`src/rtl/dcache_controller.sv`:
```
// Direct-mapped write-back write-allocate data cache for the MEM stage.
// Misses stall the pipeline while the victim is flushed and the line refilled.
module dcache_controller #(
  parameter int ADDR_W     = 32,
  parameter int NUM_LINES  = 16,
  parameter int LINE_BYTES = 32
) (
  input  logic                    clk_i,
  input  logic                    rst_i,
  input  logic                    cpu_req_i,
  input  logic                    cpu_we_i,
  input  logic [ADDR_W-1:0]       cpu_addr_i,
  input  logic [31:0]             cpu_data_i,
  output logic [31:0]             cpu_data_o,
  output logic                    cpu_stall_o,
  output logic                    mem_req_o,
  output logic                    mem_we_o,
  output logic [ADDR_W-1:0]       mem_addr_o,
  output logic [8*LINE_BYTES-1:0] mem_data_o,
  input  logic [8*LINE_BYTES-1:0] mem_data_i,
  input  logic                    mem_ack_i
);
  localparam int IDX_W  = $clog2(NUM_LINES);
  localparam int OFF_W  = $clog2(LINE_BYTES);
  localparam int LINE_W = 8 * LINE_BYTES;
  localparam int TAG_W  = ADDR_W - OFF_W - IDX_W;
  localparam int WRD_W  = OFF_W - 2;

  typedef enum logic [1:0] {
    IDLE,
    WRITEBACK,
    REFILL
  } state_t;

  state_t state, state_nx;

  logic [NUM_LINES-1:0] valid, dirty;
  logic [TAG_W-1:0]     tag_arr  [NUM_LINES];
  logic [LINE_W-1:0]    data_arr [NUM_LINES];

  logic [TAG_W-1:0]  req_tag, vic_tag;
  logic [IDX_W-1:0]  lat_idx;
  logic [LINE_W-1:0] vic_line;

  logic [WRD_W-1:0] word;
  logic [IDX_W-1:0] idx;
  logic [TAG_W-1:0] tag;
  logic             hit, miss, store_hit;
  logic             unused_ok;

  assign word = cpu_addr_i[OFF_W-1:2];
  assign idx  = cpu_addr_i[OFF_W+IDX_W-1:OFF_W];
  assign tag  = cpu_addr_i[ADDR_W-1:OFF_W+IDX_W];
  assign unused_ok = ^cpu_addr_i[1:0];

  assign hit       = cpu_req_i & valid[idx] & (tag_arr[idx] == tag);
  assign miss      = cpu_req_i & ~hit & (state == IDLE);
  assign store_hit = hit & cpu_we_i & (state == IDLE);

  assign cpu_stall_o = cpu_req_i & (~hit | (state != IDLE));
  assign cpu_data_o  = (hit & ~cpu_we_i) ?
                       data_arr[idx][{word, 5'b0} +: 32] : '0;

  always_comb begin
    state_nx   = state;
    mem_req_o  = 1'b0;
    mem_we_o   = 1'b0;
    mem_addr_o = '0;
    mem_data_o = '0;
    unique case (state)
      IDLE: begin
        if (miss)
          state_nx = (valid[idx] & dirty[idx]) ? WRITEBACK : REFILL;
      end
      WRITEBACK: begin
        mem_req_o  = 1'b1;
        mem_we_o   = 1'b1;
        mem_addr_o = {vic_tag, lat_idx, {OFF_W{1'b0}}};
        mem_data_o = vic_line;
        if (mem_ack_i) state_nx = REFILL;
      end
      REFILL: begin
        mem_req_o  = 1'b1;
        mem_addr_o = {req_tag, lat_idx, {OFF_W{1'b0}}};
        if (mem_ack_i) state_nx = IDLE;
      end
      default: state_nx = IDLE;
    endcase
  end

  always_ff @(posedge clk_i) begin
    if (rst_i) begin
      state <= IDLE;
      valid <= '0;
      dirty <= '0;
    end else begin
      state <= state_nx;
      if (state == WRITEBACK && mem_ack_i)
        dirty[lat_idx] <= 1'b0;
      if (state == REFILL && mem_ack_i) begin
        valid[lat_idx] <= 1'b1;
        dirty[lat_idx] <= 1'b0;
      end
      if (store_hit)
        dirty[idx] <= 1'b1;
    end
  end

  // Memory side only ever sees these captured values, never the live CPU address.
  always_ff @(posedge clk_i) begin
    if (!rst_i && miss) begin
      req_tag  <= tag;
      vic_tag  <= tag_arr[idx];
      lat_idx  <= idx;
      vic_line <= data_arr[idx];
    end
  end

  always_ff @(posedge clk_i) begin
    if (!rst_i) begin
      if (state == REFILL && mem_ack_i) begin
        data_arr[lat_idx] <= mem_data_i;
        tag_arr[lat_idx]  <= req_tag;
      end else if (store_hit) begin
        data_arr[idx][{word, 5'b0} +: 32] <= cpu_data_i;
      end
    end
  end

endmodule
```
`config.mk`:
```
export PLATFORM = sky130hd
export DESIGN_NAME = dcache_controller
export DESIGN_NICKNAME = d
export VERILOG_FILES = /design/src/rtl/dcache_controller.sv
export SDC_FILE = /design/constraint.sdc
export NUM_CORES = 2
export LEC_CHECK = 0
export ABC_CLOCK_PERIOD_IN_PS = 40800
export CORE_UTILIZATION = 42
export CTS_CLUSTER_SIZE = 10
export DETAILED_ROUTE_END_ITERATION = 8
export HOLD_SLACK_MARGIN = 0.12
export PLACE_DENSITY_LB_ADDON = 0.25
export SLEW_MARGIN = 20
export SYNTH_ARGS = -nofsm -noshare
export SYNTH_HDL_FRONTEND = slang
export SYNTH_MEMORY_MAX_BITS = 65536
export SYNTH_SLANG_ARGS = --single-unit
```
`constraint.sdc`:
```
create_clock -name clk_i -period 40.8 [get_ports clk_i]
set_clock_uncertainty 0.2 [all_clocks]
set_input_delay 8.16 -clock clk_i [delete_from_list [all_inputs] [get_ports clk_i]]
set_output_delay 8.16 -clock clk_i [all_outputs]
set_load 0.05 [all_outputs]
```
==> flow_results.org <==
** Outcome
- Result of the run :: completed

** Yosys
- The share of the Yosys chip area taken by registers is 0.7653.
- Number of distinct library cells after synthesis :: 65
- Synth Warn # :: 0
- Post-synthesis instance total :: 8638
- Top cell type by total area after synthesis :: sky130_fd_sc_hd__edfxtp_1
- Count of flip-flops with a built-in enable after synthesis :: 4770
- Mean post-synth cell area :: 21.77 um^2
- Share of synthesized flip-flops with an asynchronous set or reset :: 0
- Commonest cells in the synthesized netlist :: sky130_fd_sc_hd__edfxtp_1, sky130_fd_sc_hd__mux4_2, sky130_fd_sc_hd__nand2_1
- Top cell type's share of synthesized area :: 0.7617
- Commonest register cell after synthesis :: sky130_fd_sc_hd__edfxtp_1
- Cell types occupying the most area after synthesis :: sky130_fd_sc_hd__edfxtp_1, sky130_fd_sc_hd__mux4_2, sky130_fd_sc_hd__nand2_1, sky130_fd_sc_hd__and2_1, sky130_fd_sc_hd__o21ai_1
- Most instantiated library cell after synthesis :: sky130_fd_sc_hd__edfxtp_1
- Post-synthesis instance area :: 188100 um^2
- Synthesis inferred 4804 register bits.

** Route
- For this run, design rule violations remaining after detail routing come to 0.
- Using the TritonRoute via totals, the vias-per-cell ratio works out to 6.115.
- Overall routed net length :: 586.3 mm
- The detailed router finished its first iteration with 12963 violations.
- After detailed routing, the average wire length per cell comes to 37.14 um.
- First-pass detailed-route iteration total :: 8
- Across all layers, the routed design uses 96533 vias.
- Remaining number of nets flagged by the antenna check after routing :: 0

** Pwr
- Power per cell area :: 48.52 nW/um^2
- Worst ir drop on vdd :: 0.05144 mV
- The analysis attributes to cell leakage a power of 0.06765 uW.

** Timing
- F_max :: 40.22 MHz
- Slew Viols, Final :: 0
- Relative slew slack :: 0.1948
- Setup repair after global routing left no endpoint under its margin.
- After layout, the worst setup slack is 15.94 ns.
- Finish-stage setup viols :: 0
- Final count of hold timing violations :: 0
- Setup TNS Final :: 0 ns
- Dividing the final minimum period by the clock period gives 0.6094.
- For the pin with the worst max-slew slack, the measured transition is 1.183 ns.
- Subtracting the final worst setup slack from the clock period gives 24.86 ns.

** Die
- Width of the die :: 671.2 um
- Top-Level Pins :: 648
- In this run the vertical extent of the chip is 671.2 um.
- The floorplan step defined a core boundary enclosing 445400 um^2.
- The initial utilization of the core area, before any placement, comes to 0.4222.
- Standard-cell rows :: 245
- The die covers 450400 um^2.

** Clock tree
- In this run, post-CTS hold repair placed 0 buffers.
- TritonCTS built the clock tree.
- H-tree depth :: 6
- Clock Sink Count :: 4804
- Clock Latency Late Sink :: 1.05 ns
- The tree is rooted in a sky130_fd_sc_hd__clkbuf_16.
- Maximum buffer depth of the clock tree :: 4
- Number of CTS-inserted buffers :: 559
- Total of cells resized after clock tree synthesis :: 0
- Post-CTS timing repair inserted 0 buffers for setup.
- Clock-pin slew was measured on the worst setup and hold paths at 0.06 ns.

** Global routing
- The initial antenna violation count was 96.
- For this run, global-route usage on met2 was measured as 0.4059.
- After global routing, the most crowded layer is met2.
- The first global-routing pass estimated 793.8 mm of wire.
- Met3 Use GR :: 0.05551
- In the global route stage, met1 resource usage came out at 0.3315.
- The number of global-route vias before repair came to 95639.
- For this run, the total global-route usage over all layers was measured as 0.2567.
- Entering global routing, the biggest net connects 147 pins.
- After global routing the overflow that remains totals 0.

** Setup path
- Logic depth of the worst register-to-register path :: 13
- Startpoint Class :: input port
- In this run the worst path has a maximum fanout of 91.
- CP Class :: in -> out
- Endpoint kind of the worst setup timing path :: primary output
- Cell repeated most along the worst path :: sky130_fd_sc_hd__buf_4
- The worst register-to-register path has a setup slack of 34.16 ns.
- Reg-to-reg critical path endpoint :: data_arr[15][62]
- Endpoint required time on the critical path :: 32.44 ns
- STA puts the critical path data arrival time at 16.50 ns.
- On the critical path, the stage with the largest delay is an instance of sky130_fd_sc_hd__buf_4.
- For this run, the slowest stage of the critical path takes 0.88 ns.
- Startpoint of the worst-slack reg-to-reg timing path :: tag_arr[15][21]
- Critical path cell sequence :: buf_16, buf_4, buf_4, buf_4, buf_4, buf_4, buf_4, mux4_2, mux4_2, mux4_2, nand2_1, a21oi_1, clkdlybuf4s50_1

** Cells and area
- Counting the fill cells in the layout gives 35397.
- For this run, the post-layout net count is 9939.
- Relative to the synthesized area, the layout overhead comes to 16.25%.
- In the final layout, the share of cells above drive strength 1 is 0.2645.
- At the end of the flow the core is filled with cells to 0.4908.

** Place
- Detailed placement ended at an HPWL of 349.1 mm.
- Setup slack at placement :: 15.58 ns
- Count of buffers from port buffering :: 640
- Routability-driven placement finished with a final weighted congestion of 0.8758.

** Min path
- WHS Endpoint :: valid[5]
- Kind of path behind the tightest hold check :: reg -> reg
- The worst hold path begins at valid[5].
- The worst hold path was traced through 2 stages.

** Flow run
- Across the run, the number of max-cap violations was 0.
==> layer usage <==
layer	up-vias	wire (um)
met3	1004	60670
met1	51767	208800
met5	-	104
li1	37753	-
met4	16	34890
met2	5993	281900
==> power by group <==
| part | total [uW] | switching (uW) | internal [uW] |
|---|---|---|---|
| logic | 709 | 473 | 236 |
| clock network | 4400 | 1890 | 2510 |
| registers | 5500 | 18.7 | 5480 |
==> cell usage in the layout (no fill, tap or decap), types with 73 or more instances in the layout <==
cell	n
sky130_fd_sc_hd__edfxtp_1	4770
sky130_fd_sc_hd__mux4_2	1411
sky130_fd_sc_hd__nand2_1	650
sky130_fd_sc_hd__clkdlybuf4s50_1	602
sky130_fd_sc_hd__clkbuf_16	572
sky130_fd_sc_hd__buf_4	285
sky130_fd_sc_hd__and2_1	264
sky130_fd_sc_hd__o21ai_1	246
sky130_fd_sc_hd__nor2_4	132
sky130_fd_sc_hd__diode_2	123
sky130_fd_sc_hd__mux2i_1	73
==> registers in the layout (all words and copies together), names as in the netlist <==
signal,flops
vic_tag,23
valid,16
data_arr,4096
vic_line,256
req_tag,23
dirty,16
lat_idx,4
tag_arr,368
state,2
==> critical path, delay by kind of cell <==
family                 cells  cell delay [ns]
AO/OA/AOI/OAI              1             0.28
buffers and inverters      8             5.91
multiplexers               3             1.66
AND/OR/NAND/NOR            1             0.08
==> per-stage QoR <==
stage	instance area, um^2	instances	power [uW]	hold WS [ns]
final	218600	15787	10610	0.2817
after global routing	218400	15685	10850	0.2916
after CTS	218200	15658	10650	0.2780
after detailed placement	202800	14970	6304	0.2701
after global placement	202800	14970	6291	0.2643
after floorplan	188100	8642	5977	0.2489
==> area by class of cell <==
class / count / area, um^2 / area share
clock buffer: 622 / 14500 / 0.06633
clock inverter: 66 / 832.0 / 0.003806
sequential: 4804 / 143900 / 0.6583
antenna: 123 / 307.8 / 0.001408
multi-input combinational: 3270 / 42820 / 0.1959
tap: 5928 / 7417 / 0.03393
inverter: 36 / 142.6 / 0.0006525
timing repair buffer: 938 / 8676 / 0.03969
==> kinds of logic after synthesis <==
family / count (synthesis) / share of synthesized area
other: 1 / 0.00001994
XOR/XNOR: 21 / 0.0009780
AO/OA/AOI/OAI: 499 / 0.01524
flip-flops: 4804 / 0.7653
multiplexers: 1504 / 0.1750
buffers and inverters: 568 / 0.01343
AND/OR/NAND/NOR: 1236 / 0.02970
adder cells (fa/ha/maj): 5 / 0.0003327
==> how the worst max path moves through the flow <==
| stage | from | endpoint | slack [ns] | depth (start not counted) |
|---|---|---|---|---|
| after floorplan | cpu_addr_i[5] | state[0] | 16.90 | 12 |
| after global placement | cpu_addr_i[5] | cpu_data_o[1] | 15.62 | 13 |
| after detailed placement | cpu_addr_i[5] | cpu_data_o[1] | 15.58 | 13 |
| after CTS | cpu_addr_i[5] | cpu_data_o[1] | 15.61 | 13 |
| after global routing | cpu_addr_i[5] | cpu_data_o[30] | 15.22 | 13 |
| final | cpu_addr_i[5] | cpu_data_o[1] | 15.94 | 13 |
Power figures use the tool's default switching activity.
